### config.mk
export PLATFORM = sky130hd
export DESIGN_NAME = handshake_skid_dff
export DESIGN_NICKNAME = d
export VERILOG_FILES = /design/src/rtl/handshake_pkg.sv /design/src/rtl/handshake_skid_dff.sv
export SDC_FILE = /design/constraint.sdc
export NUM_CORES = 1
export LEC_CHECK = 0
export CORE_MARGIN = 1
export CORE_UTILIZATION = 45
export CTS_BUF_LIST = sky130_fd_sc_hd__clkbuf_4
export DETAILED_ROUTE_END_ITERATION = 10
export PLACE_DENSITY = 0.76
export SLEW_MARGIN = 20
export SYNTH_ARGS = -nofsm -noshare
export SYNTH_HDL_FRONTEND = slang
export SYNTH_SLANG_ARGS = --single-unit
### constraint.sdc
create_clock -name clk_i -period 2.8 [get_ports clk_i]
set_input_delay 0.7 -clock clk_i [delete_from_list [all_inputs] [get_ports clk_i]]
set_output_delay 0.7 -clock clk_i [all_outputs]
set_load 0.01 [all_outputs]
### src/rtl/handshake_pkg.sv
// Shared definitions for the handshake register slices.
//   hs_state_e : slice occupancy state (HS_EMPTY / HS_BUSY / HS_FULL)
//   hs_valid   : downstream valid implied by a state
//   hs_ready   : upstream ready implied by a state
package handshake_pkg;

    typedef enum logic [1:0] {
        HS_EMPTY = 2'd0,
        HS_BUSY  = 2'd1,
        HS_FULL  = 2'd2
    } hs_state_e;

    function automatic logic hs_valid(input hs_state_e st);
        return (st == HS_BUSY) || (st == HS_FULL);
    endfunction

    function automatic logic hs_ready(input hs_state_e st);
        return (st == HS_EMPTY) || (st == HS_BUSY);
    endfunction

endpackage

### src/rtl/handshake_skid_dff.sv
// Valid/ready register slice with registered forward and backward paths (2-entry skid buffer).
// Every output is driven straight from a flop, so no input reaches an output combinationally.
// Full throughput (1 beat/cycle), forward latency 1 cycle.
//
// Optional feature: define HANDSHAKE_SKID_FLUSH_EN to add flush_i, which empties the slice
// on the next edge, discarding any transfer in that cycle.
//
// Ports:
//   clk_i    clock, rising edge
//   rst_i    asynchronous active-high reset
//   data_i   upstream payload
//   valid_i  upstream beat valid
//   ready_o  upstream may transfer (registered)
//   data_o   downstream payload (registered)
//   valid_o  downstream beat valid (registered)
//   ready_i  downstream accepts beat
//   flush_i  synchronous flush (only with HANDSHAKE_SKID_FLUSH_EN)
module handshake_skid_dff
    import handshake_pkg::*;
#(
    parameter int unsigned DATA_WIDTH = 64
) (
    input  logic                  clk_i,
    input  logic                  rst_i,
    input  logic [DATA_WIDTH-1:0] data_i,
    input  logic                  valid_i,
    output logic                  ready_o,
    output logic [DATA_WIDTH-1:0] data_o,
    output logic                  valid_o,
`ifdef HANDSHAKE_SKID_FLUSH_EN
    input  logic                  flush_i,
`endif
    input  logic                  ready_i
);

    hs_state_e             state_q, state_d;
    logic                  valid_q, valid_d;
    logic                  ready_q, ready_d;
    logic [DATA_WIDTH-1:0] data_q, data_d;
    logic [DATA_WIDTH-1:0] skid_q, skid_d;
    logic                  acc_in, acc_out;

    assign acc_in  = valid_i & ready_q;
    assign acc_out = valid_q & ready_i;

    always_comb begin
        state_d = state_q;
        data_d  = data_q;
        skid_d  = skid_q;

        unique case (state_q)
            HS_EMPTY: begin
                if (acc_in) begin
                    state_d = HS_BUSY;
                    data_d  = data_i;
                end
            end
            HS_BUSY: begin
                if (acc_in && !acc_out) begin
                    state_d = HS_FULL;
                    skid_d  = data_i;
                end else if (!acc_in && acc_out) begin
                    state_d = HS_EMPTY;
                end else if (acc_in && acc_out) begin
                    data_d = data_i;
                end
            end
            HS_FULL: begin
                // ready_o is low here, so acc_in cannot occur.
                if (acc_out) begin
                    state_d = HS_BUSY;
                    data_d  = skid_q;
                end
            end
            default: state_d = HS_EMPTY;
        endcase

`ifdef HANDSHAKE_SKID_FLUSH_EN
        // Stored payload may still be written; it is invisible once valid_o is low.
        if (flush_i) begin
            state_d = HS_EMPTY;
        end
`endif

        // Handshake outputs are registered alongside the state, not decoded from state_q.
        valid_d = hs_valid(state_d);
        ready_d = hs_ready(state_d);
    end

    always_ff @(posedge clk_i or posedge rst_i) begin
        if (rst_i) begin
            state_q <= HS_EMPTY;
            valid_q <= 1'b0;
            ready_q <= 1'b1;
        end else begin
            state_q <= state_d;
            valid_q <= valid_d;
            ready_q <= ready_d;
        end
    end

    // Payload registers carry no reset; their content is qualified by valid_q.
    always_ff @(posedge clk_i) begin
        data_q <= data_d;
        skid_q <= skid_d;
    end

    assign valid_o = valid_q;
    assign ready_o = ready_q;
    assign data_o  = data_q;

endmodule

# [Word-level counts from Yosys, hierarchy flattened]
# Cells that the tools add are included.
[word_totals] rom_bits=0 output_inout_bits=66 latchBits=0 ram_bits=0 memories=0 regBits=132 inputBits=68 elab_cells=39
[op_classes] order_cmp=0 n_addsub=0 mul=0 n_shift=0 bitwise=2 n_eq_ne=9 div=0 n_mux=11 n_reduce_logical=12
[ops] cell="64-bit 2-to-1 mux" count=5
[ops] cell="64-bit case mux with 3 select lines" count=1
[ops] cell="2-bit inequality test (second input constant)" count=5
[ops] cell="2-bit 2-to-1 mux" count=4
[ops] cell="2-bit case mux with 3 select lines" count=1
[ops] cell="6-bit AND reduction" count=1
[ops] cell="2-bit by 1-bit equality test with 1-bit output (second input constant)" count=2
[ops] cell="2-bit equality test (second input constant)" count=2
[ops] cell="2-bit logical NOT" count=2
[ops] cell="1-bit logical AND" count=3
[ops] cell="3-bit nonzero test" count=1
[ops] cell="1-bit AND" count=2
[ops] cell="1-bit logical NOT" count=2
[ops] cell="1-bit logical OR" count=2
[ops] cell="2-bit AND reduction" count=1

# [Longest topological paths before layout]
[depth] depth_word=8 mapped_depth=6 mapped_depth_nobuf=5

# [Worst setup path after synthesis]
# No wires, ideal clock.
[synth_path] kind="in2reg" from="in valid_i" to="reg skid_q[0] (enable)" setup_time_ns=0.429 path_buffers=0 t_required_ns=2.371 arrival_ns=2.440 setup_slack_ns=-0.069 cell_stages=2 cell_sequence="and3b_1 and3_1"
[synth_via] elab_chain_cells=3
[synth_lines] item="start: declaration" line_no="handshake_skid_dff.sv:26" source="input logic valid_i,"
[synth_lines] item="1-bit AND" line_no="handshake_skid_dff.sv:43" source="assign acc_in = valid_i & ready_q;"
[synth_lines] item="1-bit logical AND" line_no="handshake_skid_dff.sv:59" source="if (acc_in && !acc_out) begin"
[synth_lines] item="2-bit AND reduction (no source line)"
[synth_lines] item="end signal: assignment" line_no="handshake_skid_dff.sv:105" source="skid_q <= skid_d;"
[synth_lines] item="end: declaration" line_no="handshake_skid_dff.sv:40" source="logic [DATA_WIDTH-1:0] skid_q, skid_d;"
# No other way between the ends.
# A chain may end at the register's enable or synchronous reset.

# [Worst setup path in the final report]
[layout_path] from="reg ready_q (netlist: ready_o)" to="out ready_o"
[layout_lines] item="start: declaration" line_no="handshake_skid_dff.sv:38" source="logic ready_q, ready_d;"
[layout_lines] item="start signal: assignment" line_no="handshake_skid_dff.sv:98" source="ready_q <= ready_d;"
[layout_lines] item="end: declaration" line_no="handshake_skid_dff.sv:27" source="output logic ready_o,"
# No word-level cell between the ends.

==> impl_metrics.prom <==
# TYPE chip_impl_metric gauge
chip_impl_metric{name="grt_pass1_wl",unit="um"} 13540
chip_impl_metric{name="initial_core_util",unit="%"} 46.17
chip_impl_info{name="critPathKind",value="reg2out"} 1
chip_impl_metric{name="path_buf_inv",unit=""} 1
chip_impl_metric{name="buffer_ports.inserted",unit=""} 133
chip_impl_metric{name="core_region_area",unit="mm2"} 0.01084
chip_impl_metric{name="post_synth.cell_area_avg",unit="um2"} 22.54
chip_impl_metric{name="placedCellCount",unit=""} 493
chip_impl_metric{name="globalplace.congestion",unit=""} 0.7664
chip_impl_metric{name="timing.max_cap.violations",unit=""} 0
chip_impl_info{name="crit_path_end_kind",value="output pin"} 1
chip_impl_metric{name="finalHoldViolations",unit=""} 0
chip_impl_metric{name="fin_tns_setup",unit="ns"} 0
chip_impl_info{name="clock_tree_from_tritoncts",value="built"} 1
chip_impl_metric{name="num_io_pins",unit=""} 134
chip_impl_metric{name="sequentialPowerShare",unit="%"} 49.3
chip_impl_metric{name="post_synth_num_cell_types",unit=""} 22
chip_impl_metric{name="drt-pass1-iter-count",unit=""} 7
chip_impl_metric{name="grt_util_all_layers",unit="%"} 16.19
chip_impl_metric{name="min_period_over_period",unit="%"} 82.70
chip_impl_metric{name="cell_count_after_synthesis",unit=""} 222
chip_impl_metric{name="count_of_hold_fix_buffers_inserted_at_cts",unit=""} 0
chip_impl_info{name="synth_top_cells_by_area",value="sky130_fd_sc_hd__edfxtp_1 (77%), sky130_fd_sc_hd__mux2_4 (11%), sky130_fd_sc_hd__mux2_2 (5.9%), sky130_fd_sc_hd__dfrtp_1 (1.5%), sky130_fd_sc_hd__buf_6 (1.1%)"} 1
chip_impl_metric{name="dp_slack",unit="ns"} 0.3883
chip_impl_metric{name="first_drt_iteration_drcs",unit=""} 99
chip_impl_info{name="critical-path-top-delay-family",value="flip-flops"} 1
chip_impl_metric{name="power_density",unit="mW/mm2"} 890.2
chip_impl_metric{name="net_sw_power",unit="W"} 0.001661
chip_impl_metric{name="antenna-diode-count",unit=""} 0
chip_impl_metric{name="route.final.wire_length",unit="um"} 8824
chip_impl_metric{name="synth_nets",unit=""} 292
chip_impl_metric{name="r2r_cells",unit=""} 3
chip_impl_info{name="ys.flop_type",value="sky130_fd_sc_hd__edfxtp_1"} 1
chip_impl_metric{name="min_period",unit="ns"} 2.316
chip_impl_metric{name="setup_viol",unit=""} 0
chip_impl_metric{name="bufs_on_longest_clock_path",unit=""} 2
chip_impl_metric{name="pin_count_of_the_biggest_net_entering_global_routing",unit=""} 65
chip_impl_metric{name="maxSlewHeadroom",unit="%"} 70.41
chip_impl_info{name="rsz0062_at_grt",value="false"} 1
chip_impl_metric{name="cp.depth",unit=""} 1
chip_impl_metric{name="cts.repair.resized",unit=""} 0
chip_impl_metric{name="timing.critical_path.slowest_cell_delay",unit="ns"} 0.58
chip_impl_metric{name="synth.yosys.seq_area_share",unit="%"} 78.83
chip_impl_metric{name="fin_worst_skew",unit="ns"} 0.02062
chip_impl_metric{name="ys_seq_elements",unit=""} 132
chip_impl_metric{name="synth_top_cell_area_share",unit="%"} 76.80
chip_impl_metric{name="grt_antenna_before_repair",unit=""} 0
chip_impl_metric{name="timing.critical_path.required",unit="ns"} 2.10
chip_impl_metric{name="h-tree-depth",unit=""} 4
chip_impl_metric{name="leakage",unit="nW"} 2.352
chip_impl_metric{name="layout-drive-gt1-share",unit="%"} 27.01
chip_impl_metric{name="synth.cell_area",unit="mm2"} 0.005005
chip_impl_info{name="yosys-top-cells-count",value="sky130_fd_sc_hd__edfxtp_1 (128), sky130_fd_sc_hd__mux2_4 (38), sky130_fd_sc_hd__mux2_2 (26)"} 1
chip_impl_metric{name="design.die.area",unit="mm2"} 0.01155
chip_impl_metric{name="post_cts_buffers",unit=""} 0
chip_impl_metric{name="combPwrFrac",unit="%"} 30.7
chip_impl_metric{name="worst_ep_arrival_time",unit="ns"} 1.62
chip_impl_metric{name="grt_pass1_vias",unit=""} 2561
chip_impl_metric{name="max_freq",unit="MHz"} 431.8
chip_impl_metric{name="post-route-drc-count",unit=""} 0
chip_impl_metric{name="row_count",unit=""} 38
chip_impl_metric{name="clk_latency",unit="ns"} 0.50
chip_impl_metric{name="postLayoutCoreUtil",unit="%"} 63.11
chip_impl_metric{name="drt-wirelength-per-cell",unit="um"} 16.81
chip_impl_metric{name="layout.nets",unit=""} 442
chip_impl_metric{name="layout.filler_cells",unit=""} 800
chip_impl_metric{name="syn2layout_area_growth",unit="%"} 36.70
chip_impl_info{name="timing.critical_path.slowest_stage_cell",value="sky130_fd_sc_hd__dfstp_2"} 1
chip_impl_metric{name="irDropWorstVdd",unit="V"} 0.0006391
chip_impl_metric{name="die_height",unit="um"} 107.5
chip_impl_metric{name="routed-via-count",unit=""} 2518
chip_impl_info{name="clockRootBuffer",value="sky130_fd_sc_hd__clkbuf_4"} 1
chip_impl_metric{name="power.share.switching",unit="%"} 27.28
chip_impl_info{name="critical_path.cell_chain",value="clkdlybuf4s50_1"} 1
chip_impl_metric{name="internal_power",unit="W"} 0.004429
chip_impl_metric{name="die_width",unit="um"} 107.5
chip_impl_metric{name="cts_made_buffers",unit=""} 17
chip_impl_metric{name="synth-edff-count",unit=""} 128
chip_impl_info{name="yosysTopAreaCell",value="sky130_fd_sc_hd__edfxtp_1"} 1
chip_impl_metric{name="final.setup.worst_slack",unit="ns"} 0.4844
chip_impl_metric{name="global_route.overflow_total",unit=""} 0
chip_impl_info{name="holdCritPathClass",value="in2async"} 1
chip_impl_metric{name="final_number_of_max_transition_violations",unit=""} 0
chip_impl_info{name="outcome",value="finished clean"} 1
chip_impl_metric{name="hpwl",unit="um"} 6020
chip_impl_info{name="yosysMostFrequentCell",value="sky130_fd_sc_hd__edfxtp_1"} 1
chip_impl_info{name="setup.worst_path.start_class",value="register"} 1
chip_impl_metric{name="largest_fanout_on_the_critical_path",unit=""} 4
chip_impl_metric{name="numClockSinks",unit=""} 132
chip_impl_metric{name="cts.reportedPaths.clkPinSlew",unit="ns"} 0.11
chip_impl_metric{name="transition_time_of_the_tightest_slew_check_pin",unit="ns"} 0.4439
chip_impl_metric{name="clock_power_share",unit="%"} 20.0
chip_impl_metric{name="final_antenna_net_count",unit=""} 0
chip_impl_metric{name="postSynth.asyncResetShare",unit="%"} 3.030
chip_impl_metric{name="ys.warnings.count",unit=""} 0
chip_impl_metric{name="detail_route.vias_per_cell",unit=""} 4.796
chip_impl_metric{name="final_cells",unit=""} 525
power groups by stage:
stage	sequential, W	clock, W	combinational [W]
2_1_floorplan	0.00318	0	0.000830
3_3_place_gp	0.00304	0	0.00185
3_5_place_dp	0.00305	0	0.00190
4_1_cts	0.00301	0.00125	0.00190
5_1_grt	0.00304	0.00134	0.00201
6_report	0.00300	0.00122	0.00187
layout make-up:
type	instances	area, um2	area share [%]
timing repair buffer	138	1431	20.92
tap	140	175.2	2.560
inverter	1	3.754	0.05486
multi-input combinational	82	1008	14.74
clock inverter	13	135.1	1.975
sequential	132	3945	57.66
clock buffer	19	142.6	2.085
sequential cells by signal (all words and copies together) (netlist names):
signal   cells
ready_o      1
valid_o      1
data_o      64
state_q      2
skid_q      64
final timing paths:
path / from / end / slack (ns)
hold / removal: rst_i / state_q[0] / 0.37
min in group clk_i: skid_q[34] / data_o[34] / 0.55
max in group asynchronous: rst_i / ready_o / 2.21
setup / recovery: ready_o / ready_o / 0.48
setup reg to reg: state_q[0] / data_o[63] / 1.04
hold reg to reg: skid_q[34] / data_o[34] / 0.55
cell usage in the layout, fill, tap and decap left out:
master and n:
sky130_fd_sc_hd__a221o_1 1, sky130_fd_sc_hd__a22o_4 1, sky130_fd_sc_hd__and2_1 1, sky130_fd_sc_hd__and3_1 1, sky130_fd_sc_hd__and3_4 1, sky130_fd_sc_hd__and3b_1 1
sky130_fd_sc_hd__buf_12 5, sky130_fd_sc_hd__bufinv_16 2, sky130_fd_sc_hd__clkbuf_4 19, sky130_fd_sc_hd__clkdlybuf4s50_1 133, sky130_fd_sc_hd__clkinv_1 2, sky130_fd_sc_hd__clkinv_2 1
sky130_fd_sc_hd__clkinv_4 1, sky130_fd_sc_hd__clkinvlp_4 6, sky130_fd_sc_hd__dfrtp_1 3, sky130_fd_sc_hd__dfstp_2 1, sky130_fd_sc_hd__edfxtp_1 128, sky130_fd_sc_hd__ha_1 2
sky130_fd_sc_hd__inv_1 1, sky130_fd_sc_hd__inv_6 1, sky130_fd_sc_hd__mux2_2 26, sky130_fd_sc_hd__mux2_4 38, sky130_fd_sc_hd__nand2_1 2, sky130_fd_sc_hd__nand3_1 1
sky130_fd_sc_hd__nand4_1 1, sky130_fd_sc_hd__nor2_1 1, sky130_fd_sc_hd__nor2b_4 1, sky130_fd_sc_hd__o21a_1 1, sky130_fd_sc_hd__o21ai_0 2, sky130_fd_sc_hd__or2_2 1
metal layers:
layer | up-vias | track usage, % | wire, um
li1 | 1197 | - | -
met1 | 1214 | 20.49 | 3840
met2 | 99 | 25.53 | 4255
met3 | 8 | 5.508 | 643
met4 | 0 | 6.751 | 84
met5 | - | 0 | 0
metrics by stage:
stage	power [W]	hold WS, ns	cell area, um2
floorplan	0.004008	0.4654	5007
global placement	0.004887	0.5299	6564
detailed placement	0.004945	0.5341	6564
CTS	0.006165	0.3347	6842
global route	0.006391	0.3353	6842
finish	0.006090	0.3682	6842
kinds of logic after synthesis:
family,synth area share [%]
adders and majority gates,0.4999
AOI/OAI and AO/OA,0.7251
and+or+nand+nor,1.300
buffers and inverters,1.400
muxes,17.25
DFF,78.83
Note: power is estimated with default switching activity, not from simulation.
